File: src/rtl/rs_div_station.sv
//------------------------------------------------------------------------------
// rs_div_station : reservation station feeding the divide/remainder unit
// Revision       : 1.0 - initial release
//------------------------------------------------------------------------------
`default_nettype none

module rs_div_station #(
  parameter int DEPTH = 4,
  parameter int IDXW  = 2
) (
  input  logic            clk,
  input  logic            reset,
  input  logic            div_rs_on,
  input  logic [31:0]     in_operand1,
  input  logic [31:0]     in_operand2,
  input  logic [7:0]      in_op1_phy,
  input  logic [7:0]      in_op2_phy,
  input  logic [1:0]      in_valid,
  input  logic [2:0]      in_func3,
  input  logic [7:0]      in_rd_phy,
  input  logic [31:0]     in_inst_num,
  input  logic            cdb_valid,
  input  logic [7:0]      cdb_phy,
  input  logic [31:0]     cdb_data,
  input  logic            flush,
  input  logic            issue_ready,
  output logic            issue_valid,
  output logic [31:0]     issue_operand1,
  output logic [31:0]     issue_operand2,
  output logic [2:0]      issue_func3,
  output logic [7:0]      issue_rd_phy,
  output logic [31:0]     issue_inst_num,
  output logic            rs_full,
  output logic [IDXW:0]   rs_count
);

  localparam logic [IDXW:0] C_DEPTH = (IDXW+1)'(DEPTH);

  // Entry storage
  logic [DEPTH-1:0] r_busy;
  logic [DEPTH-1:0] r_rdy1;
  logic [DEPTH-1:0] r_rdy2;
  logic [31:0]      r_val1  [DEPTH];
  logic [31:0]      r_val2  [DEPTH];
  logic [7:0]       r_tag1  [DEPTH];
  logic [7:0]       r_tag2  [DEPTH];
  logic [2:0]       r_func3 [DEPTH];
  logic [7:0]       r_rd    [DEPTH];
  logic [31:0]      r_inst  [DEPTH];

  // Issue register
  logic             r_issue_valid;
  logic [31:0]      r_issue_op1;
  logic [31:0]      r_issue_op2;
  logic [2:0]       r_issue_func3;
  logic [7:0]       r_issue_rd;
  logic [31:0]      r_issue_inst;

  logic [DEPTH-1:0] w_elig;
  logic [DEPTH-1:0] w_wake1;
  logic [DEPTH-1:0] w_wake2;
  logic             w_sel_found;
  logic [IDXW-1:0]  w_sel_idx;
  logic [31:0]      w_sel_inst;
  logic             w_free_found;
  logic [IDXW-1:0]  w_free_idx;
  logic [IDXW:0]    w_count;
  logic             w_full;
  logic             w_load;
  logic             w_alloc;
  logic             w_byp1;
  logic             w_byp2;

  generate
    for (genvar g = 0; g < DEPTH; g++) begin : g_entry
      assign w_elig[g]  = r_busy[g] & r_rdy1[g] & r_rdy2[g];
      assign w_wake1[g] = cdb_valid & r_busy[g] & ~r_rdy1[g] & (r_tag1[g] == cdb_phy);
      assign w_wake2[g] = cdb_valid & r_busy[g] & ~r_rdy2[g] & (r_tag2[g] == cdb_phy);
    end
  endgenerate

  // Oldest eligible entry; strict compare keeps the lowest index on ties
  always_comb begin
    w_sel_found = 1'b0;
    w_sel_idx   = '0;
    w_sel_inst  = '0;
    for (int i = 0; i < DEPTH; i++) begin
      if (w_elig[i] && (!w_sel_found || (r_inst[i] < w_sel_inst))) begin
        w_sel_found = 1'b1;
        w_sel_idx   = IDXW'(i);
        w_sel_inst  = r_inst[i];
      end
    end
  end

  always_comb begin
    w_free_found = 1'b0;
    w_free_idx   = '0;
    for (int i = 0; i < DEPTH; i++) begin
      if (!r_busy[i] && !w_free_found) begin
        w_free_found = 1'b1;
        w_free_idx   = IDXW'(i);
      end
    end
  end

  always_comb begin
    w_count = '0;
    for (int i = 0; i < DEPTH; i++) begin
      w_count = w_count + (IDXW+1)'(r_busy[i]);
    end
  end

  assign w_full  = (w_count == C_DEPTH);
  assign w_load  = ~r_issue_valid | issue_ready;
  assign w_alloc = div_rs_on & ~w_full & w_free_found;
  assign w_byp1  = cdb_valid & ~in_valid[1] & (in_op1_phy == cdb_phy);
  assign w_byp2  = cdb_valid & ~in_valid[0] & (in_op2_phy == cdb_phy);

  // Wakeup touches only busy entries and allocation only a free one, while
  // the issued entry is always busy and ready, so the three never collide.
  always_ff @(posedge clk) begin
    if (reset) begin
      r_busy        <= '0;
      r_rdy1        <= '0;
      r_rdy2        <= '0;
      for (int i = 0; i < DEPTH; i++) begin
        r_val1[i]  <= '0;
        r_val2[i]  <= '0;
        r_tag1[i]  <= '0;
        r_tag2[i]  <= '0;
        r_func3[i] <= '0;
        r_rd[i]    <= '0;
        r_inst[i]  <= '0;
      end
      r_issue_valid <= 1'b0;
      r_issue_op1   <= '0;
      r_issue_op2   <= '0;
      r_issue_func3 <= '0;
      r_issue_rd    <= '0;
      r_issue_inst  <= '0;
    end else if (flush) begin
      r_busy        <= '0;
      r_issue_valid <= 1'b0;
    end else begin
      for (int i = 0; i < DEPTH; i++) begin
        if (w_wake1[i]) begin
          r_val1[i] <= cdb_data;
          r_rdy1[i] <= 1'b1;
        end
        if (w_wake2[i]) begin
          r_val2[i] <= cdb_data;
          r_rdy2[i] <= 1'b1;
        end
      end

      if (w_alloc) begin
        r_busy[w_free_idx]  <= 1'b1;
        r_val1[w_free_idx]  <= w_byp1 ? cdb_data : in_operand1;
        r_val2[w_free_idx]  <= w_byp2 ? cdb_data : in_operand2;
        r_rdy1[w_free_idx]  <= in_valid[1] | w_byp1;
        r_rdy2[w_free_idx]  <= in_valid[0] | w_byp2;
        r_tag1[w_free_idx]  <= in_op1_phy;
        r_tag2[w_free_idx]  <= in_op2_phy;
        r_func3[w_free_idx] <= in_func3;
        r_rd[w_free_idx]    <= in_rd_phy;
        r_inst[w_free_idx]  <= in_inst_num;
      end

      if (w_load) begin
        if (w_sel_found) begin
          r_issue_valid     <= 1'b1;
          r_issue_op1       <= r_val1[w_sel_idx];
          r_issue_op2       <= r_val2[w_sel_idx];
          r_issue_func3     <= r_func3[w_sel_idx];
          r_issue_rd        <= r_rd[w_sel_idx];
          r_issue_inst      <= r_inst[w_sel_idx];
          r_busy[w_sel_idx] <= 1'b0;
        end else begin
          r_issue_valid <= 1'b0;
        end
      end
    end
  end

  assign issue_valid    = r_issue_valid;
  assign issue_operand1 = r_issue_op1;
  assign issue_operand2 = r_issue_op2;
  assign issue_func3    = r_issue_func3;
  assign issue_rd_phy   = r_issue_rd;
  assign issue_inst_num = r_issue_inst;
  assign rs_full        = w_full;
  assign rs_count       = w_count;

endmodule

`default_nettype wire

File: config.mk
export PLATFORM = sky130hd
export DESIGN_NAME = rs_div_station
export DESIGN_NICKNAME = d
export VERILOG_FILES = /design/src/rtl/rs_div_station.sv
export SDC_FILE = /design/constraint.sdc
export NUM_CORES = 1
export LEC_CHECK = 0
export BUFFER_PORTS_ARGS = -buffer_cell sky130_fd_sc_hd__buf_2
export CAP_MARGIN = 20
export CORE_MARGIN = 3
export CORE_UTILIZATION = 60
export DETAILED_ROUTE_END_ITERATION = 8
export PLACE_DENSITY = 0.81
export RECOVER_POWER = 100
export SYNTH_ARGS = -nofsm -noshare
export SYNTH_HDL_FRONTEND = slang
export SYNTH_SLANG_ARGS = --single-unit
File: constraint.sdc
create_clock -name clk -period 9.05 [get_ports clk]
set_input_delay 1.3575 -clock clk [delete_from_list [all_inputs] [get_ports clk]]
set_output_delay 1.3575 -clock clk [all_outputs]
set_load 0.03 [all_outputs]
* Yosys cells after proc, flatten, opt, wreduce, memory -nomap -nowiden *
Memories as Yosys holds them, arrays and structs flattened. A register that Yosys moved wholly into a read port is not among the register bits.
Index checks and enable logic that the tools add are counted.

word-level totals
  input bits = 171
  word-level logic and storage cells = 237
  output and inout bits = 112
  memories kept = 7
  bits in writable memories = 492
  flip-flop bits (word level) = 13

operators by class
  bitwise operators = 61
  muxes and demuxes = 118
  $lt $le $gt $ge = 7
  reductions and logical operators = 26
  eq/ne operators = 11
  add/sub/neg operators = 3

memory list
  name             depth  width  rd ports  clocked after Yosys merged registers in  wr ports  RTL line  text
  r_inst           4      32     5         1                                        4         49        logic [31:0] r_inst [DEPTH];
  r_val1           4      32     1         1                                        5         43        logic [31:0] r_val1 [DEPTH];
  r_val2           4      32     1         1                                        5         44        logic [31:0] r_val2 [DEPTH];
  r_rd             4      8      1         1                                        4         48        logic [7:0] r_rd [DEPTH];
  r_tag1           4      8      4         0                                        4         45        logic [7:0] r_tag1 [DEPTH];
  r_tag2           4      8      4         0                                        4         46        logic [7:0] r_tag2 [DEPTH];
  1 more memories  -      -      -         -                                        -         -

operators by type and width
  operator              count
  $mux W32              14
  $lt A32 B32 Y1        3
  $eq A8 B8 Y1          10
  $mux W1               80
  $and A1 B1 Y1         34
  $reduce_or A32 Y1     1
  $mux W4               7
  $mux W8               3
  $reduce_or A8 Y1      3
  $mux W2               9
  $not A1 Y1            13
  $or A1 B1 Y1          11
  $bwmux W4             2
  $logic_and A1 B1 Y1   8
  $logic_not A1 Y1      8
  $lt A2 B3 Y1 const B  2
  $and A4 B4 Y4         1
  $demux W1 S2          2
  $ge A2 B1 Y1 const B  2
  $not A4 Y4            1
  $or A4 B4 Y4          1
  $add A2 B1 Y3         1
  $add A3 B1 Y3         1
  $eq A3 B3 Y1 const B  1
  6 further kinds       8

* Longest topological paths before layout *
  depth in word-level cells = 23
  mapped depth = 37
  depth with buffers taken out = 30

* Worst setup path after synthesis *
No wires, ideal clock.

  path type = register to register
  start = register r_busy[0]
  end = register r_issue_func3[0] (netlist: issue_func3[0]), read port of r_func3
  data required time = 8930 ps
  period minus slack after synthesis = 8065 ps
  arrival = 7946 ps
  buffers on the path = 9
  path slack = 985 ps
  stages on the path, launching flop included = 38
  setup time = 120 ps
  cell sequence = dfxtp_1 and3_1 buf_2 clkbuf_1 nand2_1 ha_1 a21oi_1 nand2_1 a221oi_1 nand2_1 o21a_1 nor2_2 buf_2 clkbuf_1 a22oi_1 ha_1 a21o_1 a221o_1 [2 not listed] nor4_1 nor3_2 buf_2 clkbuf_1 buf_1 a21o_1 ha_1 a21o_1 a21oi_1 o21ai_0 a211oi_1 a221oi_1 or3_1 a211oi_4 buf_2 buf_2 a2111oi_0 a211o_1

on the way
  word-level cells in the longest chain between the ends = 16
  elaborated cells between the ends (all ways) = 25
  those cells by class = order compare (3); mux (10); bitwise (2); reduce/logical (10)

RTL lines
  element                                             RTL line  text
  start: declaration                                  40        logic [DEPTH-1:0] r_busy;
  start signal: assignment                            124       r_busy <= '0;
  start signal: assignment                            143       r_busy <= '0;
  start signal: indexed assignment                    158       r_busy[w_free_idx] <= 1'b1;
  $and A1 B1 Y1 * (2 in a row)                        76        assign w_elig[g] = r_busy[g] & r_rdy1[g] & r_rdy2[g];
  $mux W32 or $mux W1 (tied branches)                 88        if (w_elig[i] && (!w_sel_found || (r_inst[i] < w_sel_inst))) begin
  $lt A32 B32 Y1 or $logic_not A1 Y1 (tied branches)  88
  $logic_or A1 B1 Y1                                  88
  $logic_and A1 B1 Y1                                 88
  $mux W32 or $mux W1 (tied branches)                 88
  $lt A32 B32 Y1 or $logic_not A1 Y1 (tied branches)  88
  $logic_or A1 B1 Y1                                  88
  $logic_and A1 B1 Y1                                 88
  $mux W32 or $mux W1 (tied branches)                 88
  $lt A32 B32 Y1 or $logic_not A1 Y1 (tied branches)  88
  $logic_or A1 B1 Y1                                  88
  $logic_and A1 B1 Y1                                 88
  $mux W1                                             88
  $reduce_and A3 Y1 (no source line)                  -
  end: declaration                                    55        logic [2:0] r_issue_func3;

Mark *: on every way between the ends. The rest lies on a longest branch, timed or not.
A chain may end at the register's enable or synchronous reset.

==> metrics.md <==
| Metric | Value |
|---|---|
| Final HPWL DP | `approximately 54000 microns` |
| Layout Skew | `0.02266 ns` |
| Top_reg_cell synth | `edfxtp_1` |
| Final period util | `a little over nine tenths` |
| Failing checks | `max-capacitance violations, max-slew violations` |
| Switch share | `22.74%` |
| Synth top area share | `48.91%` |
| Synthesized net count | `2803` |
| Critical path type | `input port to flip-flop` |
| Number of synthesized flops with an enable pin | `roughly 500` |
| Vias | `23.35k` |
| Initial Utilization | `between 60% and 70%` |
| Clock period minus worst slack | `between 8 and 9 ns` |
| GPL Wtd Cong | `0.9283` |
| Final Util | `69.17%` |
| Top-count cell post-synth | `edfxtp_1` |
| Critical Path AT | `8.85 ns` |
| Slowest cell delay on critical path | `~3 ns` |
| Placement Rows | `81` |
| Final ANT Viol Nets | `0` |
| Num CTS Buffers | `61` |
| Ports | `between 200 and 300` |
| DRC Markers | `0` |
| Logic pwr share | `5.9%` |
| Worst-Skew Late Latency | `0.65 ns` |
| Post-CTS Setup Bufs | `0` |
| Ys Warns | `0` |
| Area delta synth->final | `13.02%` |
| Crit path buf inv count | `3` |
| Post-DR wirelength/cell | `25.87 microns` |
| Top cells by area, synth | `edfxtp_1 49%, dfxtp_1 8.0%, a22o_1 7.4%, nor2_1 4.1%, ha_1 4.0%` |
| CP max FO | `80` |
| Switch Pwr | `around 1400 uW` |
| Flops & latches, synth | `612` |
| Slew Viols, Final | `about 750` |
| Lkg Pwr | `0.01438 uW` |
| Clk buf depth | `3` |
| CTS root buffer | `clkbuf_16` |
| Total grt overflow | `0` |
| RSZ-0062 raised after global routing | `no` |
| Final setup TNS | `0 ns` |
| Syn Inst Count | `2534` |
| Drt pass-1 iters | `6` |
| First-pass GRT wire length | `135700 microns` |
| Actual slew at the worst max-slew pin | `around 4 ns` |
| Initial antenna violation count | `25` |
| Post-synth top area cell | `edfxtp_1` |
| Seq pwr share | `51.9%` |
| Hold WS | `approximately 0.46 ns` |
| Clock power frac | `~42%` |
| Startpoint types | `input port` |
| HP Class | `flip-flop to flip-flop` |
| Mean Syn Cell Area | `11.92 sq um` |
| Normalized max-slew margin | `-173.6%` |
| Flop-to-flop setup slack | `roughly 0.60 ns` |
| Fin nets | `2973` |
| Total power | `slightly above 6000 uW` |
| Die width | `230.4 microns` |
| Internal power | `4783 uW` |
| Post-synthesis sequential area ratio | `56.86%` |
| Die height | `230.4 microns` |
| Maximum vdd ir drop | `0.1598 mV` |
| Pin count of the biggest net entering global routing | `103` |
| Family with the most delay on the worst path | `buffers and inverters` |
| IO Port Bufs | `282` |
| Die footprint | `53080 sq um` |
| Cell chain of the critical path | `clkbuf_1, clkbuf_1, o21bai_1, buf_4, or2_1` |
| Worst EP required | `9.28 ns` |
| Share of cells above drive strength 1 | `between 10% and 20%` |
| Status | `complete, but fails checks` |
| FFs w/ async S/R, synth | `0%` |
| Most Frequent Cell on Critical Path | `clkbuf_1` |
| Final setup viols | `0` |
| Cell area after technology mapping | `30210 sq um` |
| CTS tree | `done` |
| Core area | `49360 sq um` |
| Hold Violations, Final | `0` |
| Critical path capture point type | `flip-flop` |
| Routed vias/inst | `6.786` |
| Max-cap viol count | `20` |
| Fmax | `0.1160 GHz` |
| H-tree Lvls | `2` |
| CTS sink cnt | `612` |
| Final WL | `89030 microns` |
| Distinct cells, synth | `56` |
| Starting DRT DRC Count | `2720` |
| GRT Total Usage | `about a third` |
| Top cells by instance count after synthesis | `492 x edfxtp_1, 327 x nor2_1, 256 x a22o_1, 167 x clkbuf_1, 136 x nand2_1` |
| Vias in the first global route | `23.70k` |
| Pwr Density | `~180 nW/um^2` |
| Clock transition at path regs | `0.06 ns` |
| CP max-delay cell | `clkbuf_1` |
-- cell type report --
class,count,area (sq um)
sequential,612,17180
fill,3508,15210
multi-input combinational,1612,11940
timing repair buffer,347,1815
clock buffer,85,1687
tap,664,830.8
clock inverter,31,384.1
inverter,70,262.8
antenna,20,50.05
-- cells by family (layout without fill, tap and decap cells) --
kind of cell | Yosys count | in the layout | share of synthesized area [%]
multiplexers | 109 | 109 | 3.612
XOR/XNOR | 80 | 80 | 2.319
other | 0 | 20 | 0
AO/OA/AOI/OAI | 651 | 651 | 17.71
buffers and inverters | 310 | 533 | 3.964
AND/OR/NAND/NOR | 674 | 674 | 11.46
adder cells (fa/ha/maj) | 98 | 98 | 4.084
flip-flops | 612 | 612 | 56.86
-- worst reg2reg max path, delay by kind of cell (launching register included) --
family | cells | cell delay (ns)
buffers and inverters | 6 | 1.40
adder cells (fa/ha/maj) | 3 | 0.83
AND/OR/NAND/NOR | 8 | 1.72
AO/OA/AOI/OAI | 19 | 3.93
flip-flops | 1 | 0.46
-- sequential cells by signal, summed over array words and instances, names as in the netlist, 8 cells and up --
signal and count:
issue_rd_phy 8, r_tag2 32, issue_operand1 32, r_func3 12
r_inst 128, r_rd 32, issue_operand2 32, r_tag1 32
r_val1 128, r_val2 128, issue_inst_num 32
-- routing by layer --
| metal | GRT usage (%) | part of all wire (%) |
|---|---|---|
| met2 | 54.17 | 48 |
| met5 | 0 | 0.12 |
| met1 | 41.83 | 37 |
| met4 | 16.06 | 4.1 |
| met3 | 6.873 | 10 |
-- power groups by stage --
stage	clock network [uW]	registers, uW	logic, uW
2_1_floorplan	0	3250	209
3_3_place_gp	0	3260	347
3_5_place_dp	0	3260	357
4_1_cts	2630	3200	361
5_1_grt	2740	3220	391
6_report	2620	3210	363
-- path summary, 6_finish.rpt --
kind | from | to | cells past startpoint
worst max register to register | r_busy[0] | issue_operand1[13] | 36
worst min register to register | issue_operand1[2] | issue_operand1[2] | 1
worst max-delay path | reset | r_val1[1][4] | 5
worst min-delay path | issue_operand1[2] | issue_operand1[2] | 1
-- placed cells by master (no fill, tap or decap), drive strengths merged, types with 7 or more instances in the layout --
cell type,count
clkinv,19
inv,72
mux2i,109
buf,215
o211ai,9
a211oi,15
nand4,32
a21oi,39
o21ai,25
nor3,15
ha,97
diode,20
a22o,256
clkbuf,217
nand3,14
nor4,9
a2111oi,107
a21o,36
dfxtp,120
a211o,108
a221oi,7
nand2b,7
and4b,107
xor2,10
nand2,136
nor2,328
edfxtp,492
bufinv,7
xnor2,70
a22oi,31
-- per-stage QoR --
step	setup WS, ns	instances	area [sq um]
finish	0.4267	3441	34140
global route	0.04557	3435	34130
CTS	0.2897	3420	34310
detailed placement	0.3115	3304	32240
global placement	0.5440	3304	32240
floorplan	0.9845	2534	30210
-- repair_timing --
action	4_1_cts	5_1_grt
gates resized for setup	0	3
endpoints found under the setup margin	0	111
hold buffers	0	0
No activity file was read; power rests on OpenSTA's default activity.
